## src/rtl/pipeline_ctrl.sv

```systemverilog
// Pipeline hazard / memory-wait controller: Mealy stall, flush and bubble control with a bounded memory wait.
// Optional PIPELINE_CTRL_PERF_EN adds saturating stall_cycles / flush_count counters.
module pipeline_ctrl #(
  parameter int WAIT_LIMIT = 16
) (
  input  logic       clk,
  input  logic       reset,
  input  logic [4:0] id_rs1,
  input  logic [4:0] id_rs2,
  input  logic [4:0] ex_rd,
  input  logic       ex_MemRead,
  input  logic       mem_MemRead,
  input  logic       mem_MemWrite,
  input  logic       mem_branch_taken,
  input  logic       mem_ready,
  output logic       pc_write,
  output logic       if_id_write,
  output logic       id_ex_write,
  output logic       ex_mem_write,
  output logic       id_ex_bubble,
  output logic       flush_if_id,
  output logic       flush_id_ex,
  output logic       flush_ex_mem,
  output logic       mem_req,
  output logic       mem_err,
  output logic [1:0] state
`ifdef PIPELINE_CTRL_PERF_EN
  ,
  output logic [31:0] stall_cycles,
  output logic [15:0] flush_count
`endif
);

  typedef enum logic [1:0] {RUN = 2'b00, MEMWAIT = 2'b01, ERROR = 2'b10} state_t;

  localparam logic [7:0] LAST_WAIT = 8'(WAIT_LIMIT - 1);

  state_t     st;
  logic [7:0] wait_cnt;
  logic       mem_acc, mem_stall, load_use, branch_fire;

  assign mem_acc     = mem_MemRead | mem_MemWrite;
  assign mem_stall   = mem_acc & ~mem_ready;
  assign load_use    = ex_MemRead && (ex_rd != 5'd0) && ((ex_rd == id_rs1) || (ex_rd == id_rs2));
  assign branch_fire = !reset && (st == RUN) && !mem_stall && mem_branch_taken;
  assign state       = st;

  // Outputs follow the current inputs; reset forces everything quiet even between edges.
  always_comb begin
    pc_write     = 1'b0;
    if_id_write  = 1'b0;
    id_ex_write  = 1'b0;
    ex_mem_write = 1'b0;
    id_ex_bubble = 1'b0;
    flush_if_id  = 1'b0;
    flush_id_ex  = 1'b0;
    flush_ex_mem = 1'b0;
    mem_req      = 1'b0;
    mem_err      = 1'b0;
    if (!reset) begin
      case (st)
        RUN: begin
          mem_req = mem_acc;
          if (!mem_stall) begin
            pc_write     = 1'b1;
            if_id_write  = 1'b1;
            id_ex_write  = 1'b1;
            ex_mem_write = 1'b1;
            if (mem_branch_taken) begin
              flush_if_id  = 1'b1;
              flush_id_ex  = 1'b1;
              flush_ex_mem = 1'b1;
            end else if (load_use) begin
              pc_write     = 1'b0;
              if_id_write  = 1'b0;
              id_ex_bubble = 1'b1;
            end
          end
        end
        MEMWAIT: begin
          mem_req      = 1'b1;
          pc_write     = mem_ready;
          if_id_write  = mem_ready;
          id_ex_write  = mem_ready;
          ex_mem_write = mem_ready;
        end
        default: mem_err = 1'b1;
      endcase
    end
  end

  always_ff @(posedge clk or posedge reset) begin
    if (reset) begin
      st       <= RUN;
      wait_cnt <= 8'd0;
    end else begin
      case (st)
        RUN: begin
          wait_cnt <= 8'd0;
          if (mem_stall) st <= MEMWAIT;
        end
        MEMWAIT: begin
          if (mem_ready) begin
            st       <= RUN;
            wait_cnt <= 8'd0;
          end else if (wait_cnt >= LAST_WAIT) begin
            st <= ERROR;
          end else begin
            wait_cnt <= wait_cnt + 8'd1;
          end
        end
        ERROR:   st <= ERROR;
        default: st <= ERROR;
      endcase
    end
  end

`ifdef PIPELINE_CTRL_PERF_EN
  always_ff @(posedge clk or posedge reset) begin
    if (reset) begin
      stall_cycles <= 32'd0;
      flush_count  <= 16'd0;
    end else begin
      if (!pc_write && stall_cycles != 32'hFFFF_FFFF) stall_cycles <= stall_cycles + 32'd1;
      if (branch_fire && flush_count != 16'hFFFF)     flush_count  <= flush_count + 16'd1;
    end
  end
`endif

endmodule

```

## config.mk

```make
export PLATFORM = sky130hd
export DESIGN_NAME = pipeline_ctrl
export DESIGN_NICKNAME = d
export VERILOG_FILES = /design/src/rtl/pipeline_ctrl.sv
export SDC_FILE = /design/constraint.sdc
export NUM_CORES = 1
export LEC_CHECK = 0
export BUFFER_PORTS_ARGS = -buffer_cell sky130_fd_sc_hd__clkbuf_2
export CORE_MARGIN = 3
export CORE_UTILIZATION = 39
export CTS_CLUSTER_SIZE = 8
export DETAILED_ROUTE_END_ITERATION = 8
export PLACE_DENSITY = 0.77
export SETUP_SLACK_MARGIN = 0.3
export SLEW_MARGIN = 20
export SYNTH_ARGS = -nofsm -noshare
export SYNTH_HDL_FRONTEND = slang
export SYNTH_SLANG_ARGS = --single-unit
```

## constraint.sdc

```tcl
create_clock -name clk -period 1.5 [get_ports clk]
set_input_delay 0.225 -clock clk [delete_from_list [all_inputs] [get_ports clk]]
set_output_delay 0.225 -clock clk [all_outputs]
set_load 0.01 [all_outputs]
```

# After elaboration in Yosys (flattened, before gate mapping)
# Cells that the tools add are included.
# Widths: inputs -> output; s select.
# totals
regBits,10
inputBits,22
output_inout_bits,12
elab_cells,50
# classes
n_addsub,1
order_cmp,1
eq_ne,6
mux,28
n_bitwise,3
n_reduce_logical,9
# ops
op,n
$mux 1,18
$mux 8,2
$pmux 8 s2,1
$eq 5x5->1,2
$add 8x1->8 const B,1
$ge 8x4->1 const B,1
$mux 2,3
$ne 3x3->1 const B,2
$pmux 1 s2,3
$reduce_bool 5->1,1
$pmux 2 s2,1
$reduce_and 2->1,2
$eq 2x1->1 const B,1
$logic_and 1x1->1,2
$logic_not 2->1,1
$ne 2x2->1 const B,1
$reduce_bool 2->1,1
$reduce_or 2->1,1
$and 1x1->1,1
$logic_or 1x1->1,1
$not 1->1,1
$or 1x1->1,1

# Depth between registers and ports, before layout
# depth
ltp_word,8
mapped_depth,5
depth_no_buf,5

# Worst setup path after synthesis
# OpenSTA, ideal clock, no wires.
# synth_path
path_type,register to output
startpoint,"register st[0], in the netlist state[0]"
endpoint,output port pc_write
arrival_time_ns,1.604
t_required_ns,1.275
path_slack_ns,-0.329
path_stages_with_launch,6
n_path_buf,1
cell_sequence,dfrtp_1 > nor3_1 > nor2_1 > nor3_1 > o41a_1 > buf_4
# synth_between
elab_chain_cells,3
word_cells_on_any_way,4
cone_classes,1 x eq/ne; 2 x mux; 1 x reduce/logical
# synth_rtl
element,line_no,rtl
"start, declared",38,state_t st;
"start signal, assigned",94,st <= RUN;
"start signal, assigned",100,if (mem_stall) st <= MEMWAIT;
"start signal, assigned",104,st <= RUN;
$eq 2x1->1 or $logic_not 2->1 (tied branches),-,
$pmux 1 s2 *,-,
$mux 1 *,-,
"end, declared",16,"output logic pc_write,"
# Mark *: on every way between the ends. The rest lies on a longest branch, timed or not.

# Final worst setup path
# layout_path
startpoint,"register st[0], in the netlist state[0]"
endpoint,output port if_id_write
# layout_between
elab_chain_cells,3
word_cells_on_any_way,4
cone_classes,1 x eq/ne; 2 x mux; 1 x reduce/logical
# layout_rtl
element,line_no,rtl
$eq 2x1->1 or $logic_not 2->1 (tied branches),61,case (st)
$pmux 1 s2 *,61,
$mux 1 *,60,if (!reset) begin
"end, declared",17,"output logic if_id_write,"
# Marked as above.

==> impl_metrics.py <==
metrics = {
    "run_status": {
        "status": "complete, but fails checks",
        "violations": "negative setup slack",
    },
    "die": {
        "core_um2": 1577,
        "boundaryPins": 34,
        "placementRows": 14,
        "fp.dieW_um": 47.93,
        "start_util_pct": 43.49,
        "die_y_um": 47.93,
        "die_area_um2": 2297,
    },
    "placed_design": {
        "post-place-ws_ns": -0.1217,
        "dp_hpwl_mm": 1.275,
        "io_buffers": 33,
        "gp_congestion": 0.7661,
        "dpl_cell_area_um2": 907.1,
    },
    "setup_path": {
        "r2r-start": "wait_cnt[5]$_DFFE_PP0P_",
        "end_kind": "output port",
        "crit_type": "register to output port",
        "r2r_setup_slack_ns": 0.08,
        "cp-startpoint": "state[0]$_DFFE_PP0P_",
        "startpoint_type": "register",
        "rr_worst_depth": 4,
        "critical_path_required_ns": 1.27,
        "crit_fanout": 3,
        "regToRegEndpoint": "wait_cnt[0]$_DFFE_PP0P_",
        "arrival_ns": 1.47,
    },
    "cts": {
        "htreeDepth": 1,
        "clock-root-buffer": "clkbuf_4",
        "cts_sinks": 10,
        "holdBufCountCts": 0,
        "insertion_delay_ns": 0.27,
        "clockBufferDepth": 2,
        "cts_tree": "built",
        "cts_buffers": 3,
        "path_clk_slew_ns": 0.07,
    },
    "yosys": {
        "syn_avg_cell_area_um2": 9.393,
        "synth-edff-count": 0,
        "synth_cell_types": 30,
        "seq_area_frac_synth_pct": 36.50,
        "syn_nets": 96,
        "syn_area_um2": 685.7,
        "async_flop_share_pct": 100.0,
        "synthCells": 73,
        "synth_seq_cells": 10,
        "synth-warning-count": 0,
        "synthFlopType": "dfrtp_1",
    },
    "final_layout": {
        "areaGrowthSynthToFinish_pct": 64.60,
        "layout-drive-gt1-share_pct": 61.34,
        "nets": 143,
        "fin_area_um2": 1129,
        "antennaDiodeCount": 0,
        "final_cell_mix": "clkbuf_2 (28), xor2_1 (10), buf_6 (10)",
        "layout_commonest_cell": "clkbuf_2",
    },
    "sta": {
        "relSlewSlack_pct": 75.26,
        "fin_hold_ws_ns": 0.03132,
        "rsz0062_at_grt": "true",
        "clock-skew-final_ns": 0.006337,
        "max_freq_mhz": 588.3,
        "setup_slack_ns": -0.1998,
        "worst_slew_pin_slew_ns": 0.3707,
        "maxSlewViolCount": 0,
        "fin_crit_ns": 1.700,
        "period_share_pct": 113.3,
        "setup_viol": 8,
        "hold_violations": 0,
        "final.setup.tns_ns": -0.8650,
    },
    "pwr": {
        "p_leak_uw": 0.0005669,
        "powerDensity_nw_per_um2": 616.5,
        "ir_drop_uv": 540.8,
        "fin_total_pwr_uw": 695.8,
    },
    "job": {
        "cap_violations": 0,
    },
    "global_routing": {
        "grt_overflow": 0,
        "grtUsageTotal_pct": 16.45,
        "grt_pass1_wl_mm": 2.594,
        "grt_max_degree": 11,
        "grt_pass1_vias": 630,
        "grt_antenna_before_repair": 0,
    },
    "route": {
        "first_pass_iters": 4,
        "drtIter0Drc": 5,
        "detail_route.wl_per_cell_um": 14.21,
        "ant_nets": 0,
        "via_per_inst": 5.452,
        "drt_wl_total_mm": 1.919,
        "vias": 736,
        "remaining_drc_errors": 0,
    },
    "worst_hold_path": {
        "min_path_type": "primary input to async pin",
    },
}
through the flow:
step | cells | utilization [%]
floorplan | 73 | -
global placement | 121 | 57.54
detailed placement | 121 | 57.54
CTS | 133 | 66.11
global route | 135 | 71.59
finish | 135 | 71.59
per-layer routing:
| metal | track usage, % | up-vias | wire, µm |
|---|---|---|---|
| li1 | - | 344 | - |
| met1 | 17.66 | 347 | 724 |
| met2 | 30.61 | 38 | 986 |
| met3 | 3.759 | 7 | 162 |
| met4 | 6.452 | 0 | 45 |
| met5 | 0 | - | 0 |
cell usage after synthesis (2+ instances only):
cell / n / area (µm²)
buf_4: 4 / 30.03
nand2_1: 2 / 7.510
xor2_1: 10 / 87.58
nor2b_1: 6 / 37.54
inv_1: 3 / 11.26
nor3_1: 6 / 30.03
nor2_1: 8 / 30.03
nand3_1: 2 / 10.01
o21ai_0: 2 / 10.01
dfrtp_1: 10 / 250.2
flip-flops by register name (all words and copies together), names as in the netlist:
register / flops
wait_cnt: 8
state: 2
power by group:
part / internal, µW / switching (µW) / total (µW)
sequential: 274 / 5.15 / 279
clock: 147 / 97.2 / 245
combinational: 85.8 / 86.3 / 172
worst max path at each step:
stage | end | cells past startpoint
6_report | if_id_write | 4
3_5_place_dp | if_id_write | 6
3_3_place_gp | if_id_write | 6
2_1_floorplan | pc_write | 5
4_1_cts | if_id_write | 4
5_1_grt | if_id_write | 4
cell type report:
class	count	area, µm²
multi-input cells	55	483.0
inverters	3	11.26
well taps	16	20.02
flip-flops and latches	10	252.7
fillers	96	447.9
clock buffers	4	36.28
repair buffers	47	325.3
critical path, cell delays in order (launching register included):
cell	delay (ns)
dfrtp_2	0.44
buf_6	0.13
and3b_1	0.17
o41a_1	0.33
clkbuf_2	0.14
cell families (layout without fill, tap and decap cells):
group	count (synthesis)	count (layout)	share of synthesized area, %
AOI/OAI and AO/OA	10	10	11.32
muxes	2	2	3.649
and+or+nand+nor	32	32	27.38
buffers and inverters	8	54	6.569
adders and majority gates	1	1	1.825
DFF	10	10	36.50
xor gates and xnor gates	10	10	12.77
repair_timing:
item / 4_1_cts / 5_1_grt
resized for setup: 11 / 19
pin swaps: 6 / 6
endpoints found under the setup margin: 16 / 22
setup buffers: 8 / 2
endpoints found under the hold margin: 0 / 0
No activity file was read; power rests on OpenSTA's default activity.
